### src/rtl/fetch_unit.sv
// fetch_unit: instruction-fetch stage. Owns the PC, addresses the
// instruction memory, buffers {pc, instr} pairs in a small queue and hands
// them to decode over a valid/ready handshake. Redirects flush the queue
// and restart fetch at the new target.

package riscky_pkg;
    localparam int XLEN       = 32;
    localparam int ILEN       = 32;
    localparam int IMEM_AW    = 10;
    localparam int IMEM_WORDS = 1 << IMEM_AW;
endpackage

module fetch_unit
    import riscky_pkg::*;
#(
    parameter logic [XLEN-1:0] RESET_PC = 32'h0000_0000,
    parameter int              QDEPTH   = 2
) (
    input  logic               clk,
    input  logic               rst_n,
    input  logic               fetch_en,
    output logic [IMEM_AW-1:0] imem_addr,
    input  logic [ILEN-1:0]    imem_rdata,
    input  logic               redirect_valid,
    input  logic [XLEN-1:0]    redirect_pc,
    output logic               if_valid,
    input  logic               if_ready,
    output logic [ILEN-1:0]    if_instr,
    output logic [XLEN-1:0]    if_pc
);

    localparam int              PW         = $clog2(QDEPTH);
    localparam logic [PW:0]     DEPTH      = (PW+1)'(QDEPTH);
    localparam logic [PW:0]     CNT_ONE    = (PW+1)'(1);
    localparam logic [PW-1:0]   PTR_ONE    = PW'(1);
    localparam logic [XLEN-1:0] PC_STEP    = XLEN'(4);
    localparam logic [XLEN-1:0] ALIGN_MASK = {{(XLEN-2){1'b1}}, 2'b00};

    logic [XLEN-1:0] pc;
    logic [XLEN-1:0] q_pc    [QDEPTH];
    logic [ILEN-1:0] q_instr [QDEPTH];
    logic [PW-1:0]   rd_ptr;
    logic [PW-1:0]   wr_ptr;
    logic [PW:0]     count;
    logic            push;
    logic            pop;
    logic [XLEN-1:0] redirect_target;

    // The memory address comes straight from the PC register; upper PC bits
    // are simply truncated so the index wraps with the PC.
    assign imem_addr = pc[IMEM_AW+1:2];

    // Redirect targets are word aligned by masking off the low two bits.
    assign redirect_target = redirect_pc & ALIGN_MASK;

    // Handshake decisions: a pop frees a slot in the same cycle, so a full
    // queue can still accept a new fetch while decode is draining it.
    always_comb begin
        pop  = if_valid & if_ready;
        push = fetch_en & ~redirect_valid & ((count < DEPTH) | pop);
    end

    // PC, queue pointers, occupancy and entry storage. Reset wins over a
    // redirect, and a redirect wins over normal push/pop traffic.
    always_ff @(posedge clk) begin
        if (!rst_n) begin
            pc     <= RESET_PC;
            rd_ptr <= '0;
            wr_ptr <= '0;
            count  <= '0;
            for (int i = 0; i < QDEPTH; i++) begin
                q_pc[i]    <= '0;
                q_instr[i] <= '0;
            end
        end else if (redirect_valid) begin
            pc     <= redirect_target;
            rd_ptr <= '0;
            wr_ptr <= '0;
            count  <= '0;
        end else begin
            if (push) begin
                q_pc[wr_ptr]    <= pc;
                q_instr[wr_ptr] <= imem_rdata;
                wr_ptr          <= wr_ptr + PTR_ONE;
                pc              <= pc + PC_STEP;
            end
            if (pop) begin
                rd_ptr <= rd_ptr + PTR_ONE;
            end
            case ({push, pop})
                2'b10:   count <= count + CNT_ONE;
                2'b01:   count <= count - CNT_ONE;
                default: count <= count;
            endcase
        end
    end

    // Head presentation: everything here is derived from registers only, and
    // the data is forced to zero whenever the queue is empty.
    always_comb begin
        if_valid = (count != '0);
        if_instr = '0;
        if_pc    = '0;
        if (count != '0) begin
            if_instr = q_instr[rd_ptr];
            if_pc    = q_pc[rd_ptr];
        end
    end

endmodule

### config.mk
export PLATFORM = sky130hd
export DESIGN_NAME = fetch_unit
export DESIGN_NICKNAME = d
export VERILOG_FILES = /design/src/rtl/fetch_unit.sv
export SDC_FILE = /design/constraint.sdc
export NUM_CORES = 1
export LEC_CHECK = 0
export ABC_AREA = 1
export ABC_CLOCK_PERIOD_IN_PS = 3030
export CAP_MARGIN = 20
export CORE_MARGIN = 2
export CORE_UTILIZATION = 25
export DETAILED_ROUTE_END_ITERATION = 10
export PLACE_DENSITY = 0.53
export SYNTH_ARGS = -nofsm -noshare
export SYNTH_HDL_FRONTEND = slang
export SYNTH_SLANG_ARGS = --single-unit
### constraint.sdc
create_clock -name clk -period 3.03 [get_ports clk]
set_input_delay 0.606 -clock clk [delete_from_list [all_inputs] [get_ports clk]]
set_output_delay 0.606 -clock clk [all_outputs]
set_load 0.01 [all_outputs]
==> impl_metrics.ini, run 1 <==
[critical_path]
crit_path_max_incr_delay_ps = 600
end_kind = output port
crit_path_cell_trace = inv_2, buf_16, nand2_1, a21oi_1, clkdlybuf4s50_1
crit_arrival_ps = 2260
cp.required_ps = 2420
cp_max_fo = 62
worst_setup_path_start_kind = flip-flop
criticalPathCategory = flip-flop to output port
cp_slowest_cell = clkdlybuf4s50_1

[finish]
fillers = 3209
instances_no_fill = 1445
drive_gt1_share_pct = 8.29
area_delta_synth_final_pct = 31.5
n_antenna_cell = 0
nets = 1108
finish.utilization_pct = 33.5

[clock_network]
cts_tree = done
insertion_delay_ps = 420
clockBufferDepth = 2
h-tree-depth = 4
cts_buffers = 17
cts_root_buf = clkbuf_16
cts.repair.resized = 0
cts_hold_buffers = 0
clkSinkCount = 159
post_cts_buffers = 0
cts.clk_slew.worst_paths_ps = 70

[sta]
period_needed_ps = 2870
finalCritPeriodShare_pct = 94.7
setup_tns_ps = 0
setup_viol_count_final = 0
hold_viol = 0
clock_skew_ps = 8.94
rsz0062_at_grt = false
holdWs_ps = 526
max_freq_mhz = 349
drv_slew = 0
relSlewSlack_pct = 47.5
worstMarginPinSlew_ps = 788

[drt]
vias = 6175
wl_mm = 21.6
vias_per_cell = 4.27
drcViolationCount = 0
first_iter_violations = 427
ant_nets = 0
post_drt_wl_per_cell_um = 14.9
dr.pass1.iters = 4

[placement]
routabilityCongestion = 0.801
place.port_buffers = 139
dp_hpwl_mm = 14.4
dp.cells = 1414

[grt]
antenna_found_initial = 0
grt_pass1_vias = 6147
grt_usage_pct = 13.5
overflow = 0
grt_max_degree = 63
grt_pass1_wl_mm = 34.4

[power_and_ir_drop]
powerDensity_nw_per_um2 = 502
power_w = 0.00516
p_leak_nw = 3.84
vdd_drop_max_v = 0.000381

[die]
ios = 144
start_util_pct = 25.4
num_rows = 64
die_w_um = 181
core_area_um2 = 30700
dieArea_um2 = 32600
fp.dieH_um = 181

[logic_synthesis]
synth_flop_cell = edfxtp_1
yosysWarnings = 0
synth-edff-count = 124
postSynthAreaPerCell_um2 = 8.54
synth_cell_type_count = 35
ys_seq_elements = 159
postSynthCellCount = 914
yosysSeqAreaShare_pct = 56.7
async_reset_ff_share_pct = 0
synth_area_um2 = 7800

[worst_hold_path]
hold_class = flip-flop to flip-flop

[status]
outcome = completed

[job]
cap_violations = 0
==> cell usage after synthesis (all sizes together) (5+ instances only) <==
cell type    n  area share [%]
clkbuf      22             1.1
buf         32             2.7
a31oi        5            0.40
nand2      248              12
xor2         7            0.79
edfxtp     124              48
nor2       167             9.1
dfxtp       35             9.0
inv         99             4.8
a21oi       87             5.6
o21ai       30             1.9
nand3       40             2.9
==> final cells by class <==
| class | count | area [um2] | area share, % |
|---|---|---|---|
| Clock buffer | 21 | 514 | 5.01 |
| Timing Repair Buffer | 157 | 1620 | 15.8 |
| Multi-Input combinational cell | 603 | 2740 | 26.7 |
| Sequential cell | 159 | 4430 | 43.1 |
| Clock inverter | 10 | 87.6 | 0.854 |
| Tap cell | 396 | 495 | 4.83 |
| Inverter | 99 | 377 | 3.67 |
==> cells in the final DEF (no fill, tap or decap), types with 20 or more instances in the layout <==
cell type,n
nand2_1,237
edfxtp_1,124
clkbuf_16,20
nor2_1,151
nand3_1,37
dfxtp_1,34
clkdlybuf4s50_1,139
a21oi_1,86
inv_1,94
o21ai_0,24
==> through the flow <==
stage / area (um2) / setup WS [ps]
final: 10300 / 162
after CTS: 10200 / 63.7
after detailed placement: 9650 / 384
after global placement: 9650 / 415
after floorplan: 7810 / 535
after global routing: 10300 / 28.5
==> worst max-delay path, delay by kind of cell (launching register included) <==
kind / cells / cell delay [ps]
AO/OA/AOI/OAI: 1 / 270
buffers and inverters: 3 / 1030
flip-flops: 1 / 460
AND/OR/NAND/NOR: 1 / 80
==> per-layer routing <==
metal | vias up | wire length [um] | global-route usage (%)
met1 | 2863 | 10100 | 18.2
met2 | 134 | 10400 | 22.6
met5 | - | 0 | 0
li1 | 3169 | - | -
met3 | 9 | 947 | 2.78
met4 | 0 | 121 | 2.42
==> cells by family (layout without fill, tap and decap cells) <==
kind of cell	after synthesis	after routing	share of synthesized area, %
buffers and inverters	153	287	8.56
AND/OR/NAND/NOR	467	467	25.4
XOR/XNOR	7	7	0.786
adder cells (fa/ha/maj)	2	2	0.321
flip-flops	159	159	56.7
other	1	2	0.0480
AO/OA/AOI/OAI	125	125	8.19
==> power breakdown <==
part	total (W)	internal (W)	switching (W)	leakage [nW]
clock	0.00214	0.00124	0.000906	0.297
sequential	0.00252	0.00246	0.0000564	1.59
combinational	0.000497	0.000216	0.000281	1.95
total	0.00516	0.00391	0.00124	3.84
==> path summary, 6_finish.rpt <==
kind                                 from        endpoint  slack, ps  depth (start not counted)
worst max-delay path            flip-flop       if_pc[15]        160                          5
worst min-delay path               wr_ptr          wr_ptr        530                          2
worst max register to register   count[1]  q_instr[1][11]       1110                          6
worst min register to register     wr_ptr          wr_ptr        530                          2
==> state kept, by name, indices dropped and copies added, names as in the netlist, named ones only <==
| name | flops |
|---|---|
| rd_ptr | 1 |
| pc | 30 |
| q_instr | 64 |
| q_pc | 60 |
| wr_ptr | 1 |
| count | 2 |
Power figures use the tool's default switching activity.
==> inputs of run 2 (changes only) <==
CTS_CLUSTER_DIAMETER = 100   (was not set)
==> results of run 2 <==
No change in the layout: final DEF, timing and power equal those of run 1.
==> inputs of run 3 (changes only) <==
GPL_TIMING_DRIVEN = 0   (was not set)
==> run 3 against run 2 <==
  * Final area rose by 0.84%
  * Combinational power rose by 4.4%
  * Register-to-register slack got worse by 280 ps
  * Die area did not move
  * Maximum frequency fell by 0.16%
  * Largest power group unchanged
==> impl_metrics.ini, run 3 (synthesis results as in run 1) <==
[status]
outcome = completed

[clock_network]
clkSinkCount = 159
cts_tree = done
cts_root_buf = clkbuf_16
cts.clk_slew.worst_paths_ps = 60
cts_buffers = 17
clockBufferDepth = 2
post_cts_buffers = 0
insertion_delay_ps = 430
cts_hold_buffers = 0
h-tree-depth = 4

[finish]
instances_no_fill = 1481
top_register = q_instr
largest_reg_flops = 64
top_regs = q_instr (64), q_pc (60), pc (30)
layout_common_cells = nand2_1 (237), nor2_1 (151), clkdlybuf4s50_1 (138), edfxtp_1 (124), inv_1 (94)
drive_gt1_share_pct = 10.3
finish.utilization_pct = 33.7
n_antenna_cell = 0
fillers = 3179
area_delta_synth_final_pct = 32.6
final_area_um2 = 10300
final_common_cell = nand2_1
nets = 1144

[drt]
met3_length_mm = 1.19
wl_met2_mm = 10.9
vias_per_cell = 4.32
first_iter_violations = 490
post_drt_wl_per_cell_um = 15.5
wl_met1_mm = 10.6
drcViolationCount = 0
wl_mm = 23.0
dr.pass1.iters = 5
vias = 6404
ant_nets = 0
highest_layer = met4

[job]
cap_violations = 0

[worst_hold_path]
holdPathEnd = wr_ptr
hold_class = flip-flop to flip-flop
hold_depth = 2
hp-start = wr_ptr

[placement]
place.port_buffers = 138
dp.cells = 1451
dp_hpwl_mm = 16.2
placed_area_um2 = 9750
routabilityCongestion = 0.842

[sta]
drv_slew = 0
clock_skew_ps = 16.3
finalCritPeriodShare_pct = 94.8
max_freq_mhz = 348
worstMarginPinSlew_ps = 718
hold_viol = 0
relSlewSlack_pct = 52.1
setup_tns_ps = 0
period_needed_ps = 2870
rsz0062_at_grt = true
setup_viol_count_final = 0

[critical_path]
cp_max_fo = 10
criticalPathCategory = flip-flop to output port
cp_slowest_cell = clkdlybuf4s50_1
crit_arrival_ps = 2270
rr_startpoint = count[1]
r2r-end = q_instr[1][19]
end_kind = output port
crit_buf_inv = 2
cp.required_ps = 2420
crit_family = buffers and inverters
ff2ff_path_depth = 7
crit_path_max_incr_delay_ps = 580
worst_setup_path_start_kind = flip-flop
crit_path_cell_trace = clkbuf_1, nand2_1, a21oi_1, clkdlybuf4s50_1
rrSetupSlack_ps = 830
worst-path-stages = 4

[grt]
grt_max_degree = 46
overflow = 0
grt_pass1_wl_mm = 35.1
antenna_found_initial = 0
grt_usage_pct = 14.1
grt_pass1_vias = 6066

[power_and_ir_drop]
powerDensity_nw_per_um2 = 501
p_comb_share_pct = 10.0
clkPwrFrac_pct = 41.4
p_switching_w = 0.00128
p_int_w = 0.00391
pwr-share-seq_pct = 48.6
switching_share_pct = 24.6
vdd_drop_max_v = 0.000358
p_leak_nw = 3.90

[die]
start_util_pct = 25.4
die_w_um = 181
num_rows = 64
core_area_um2 = 30700
fp.dieH_um = 181
dieArea_um2 = 32600
ios = 144
[run 3: cell type report]
cell class / count / area [um2] / area share [%]
Multi-Input combinational cell: 603 / 2740 / 26.4
Inverter: 99 / 379 / 3.66
Timing Repair Buffer: 140 / 1430 / 13.8
Clock buffer: 17 / 425 / 4.11
Tap cell: 396 / 495 / 4.79
Buffer: 53 / 302 / 2.91
Clock inverter: 14 / 155 / 1.50
Sequential cell: 159 / 4430 / 42.8
[run 3: worst reg2reg max path: stages (launching register included)]
cell and delay [ps]:
dfxtp_1 360, nand2_2 160, nand3_4 130, inv_4 170, nand3_4 170, buf_2 270, nand2_4 290, buf_16 290
[run 3: metrics by stage]
| stage | setup slack, ps | power (W) | hold WS (ps) |
|---|---|---|---|
| after CTS | 78.4 | 0.00523 | 527 |
| after global placement | -740 | 0.00308 | 484 |
| after detailed placement | 12.4 | 0.00309 | 508 |
| after floorplan | 535 | 0.00281 | 467 |
| after global routing | -4.44 | 0.00537 | 544 |
| final | 157 | 0.00519 | 529 |
[run 3: layer usage]
metal	GRT usage, %	up-vias
met5	0	-
met4	3.29	0
met3	3.06	15
met2	23.3	196
met1	18.9	2945
li1	-	3248
[run 3: worst max-delay path by stage]
stage	from	to	slack, ps
2_1_floorplan	redirect_valid	q_instr[1][0]	530
3_3_place_gp	if_ready	q_instr[1][8]	-740
3_5_place_dp	if_ready	q_instr[1][8]	10
4_1_cts	flip-flop	if_pc[21]	80
5_1_grt	flip-flop	if_pc[7]	-4
6_report	flip-flop	if_instr[27]	160
[run 3: power by group through the flow]
stage	logic, W	clock network [W]	registers (W)
2_1_floorplan	0.000264	0	0.00255
3_3_place_gp	0.000511	0	0.00257
3_5_place_dp	0.000525	0	0.00256
4_1_cts	0.000528	0.00219	0.00252
5_1_grt	0.000575	0.00227	0.00253
6_report	0.000519	0.00215	0.00252
[run 3: timing repair]
action	in CTS	in global routing
endpoints found under the setup margin	61	8
endpoints found under the hold margin	0	0
resized for setup	10	8
pin swaps	0	0
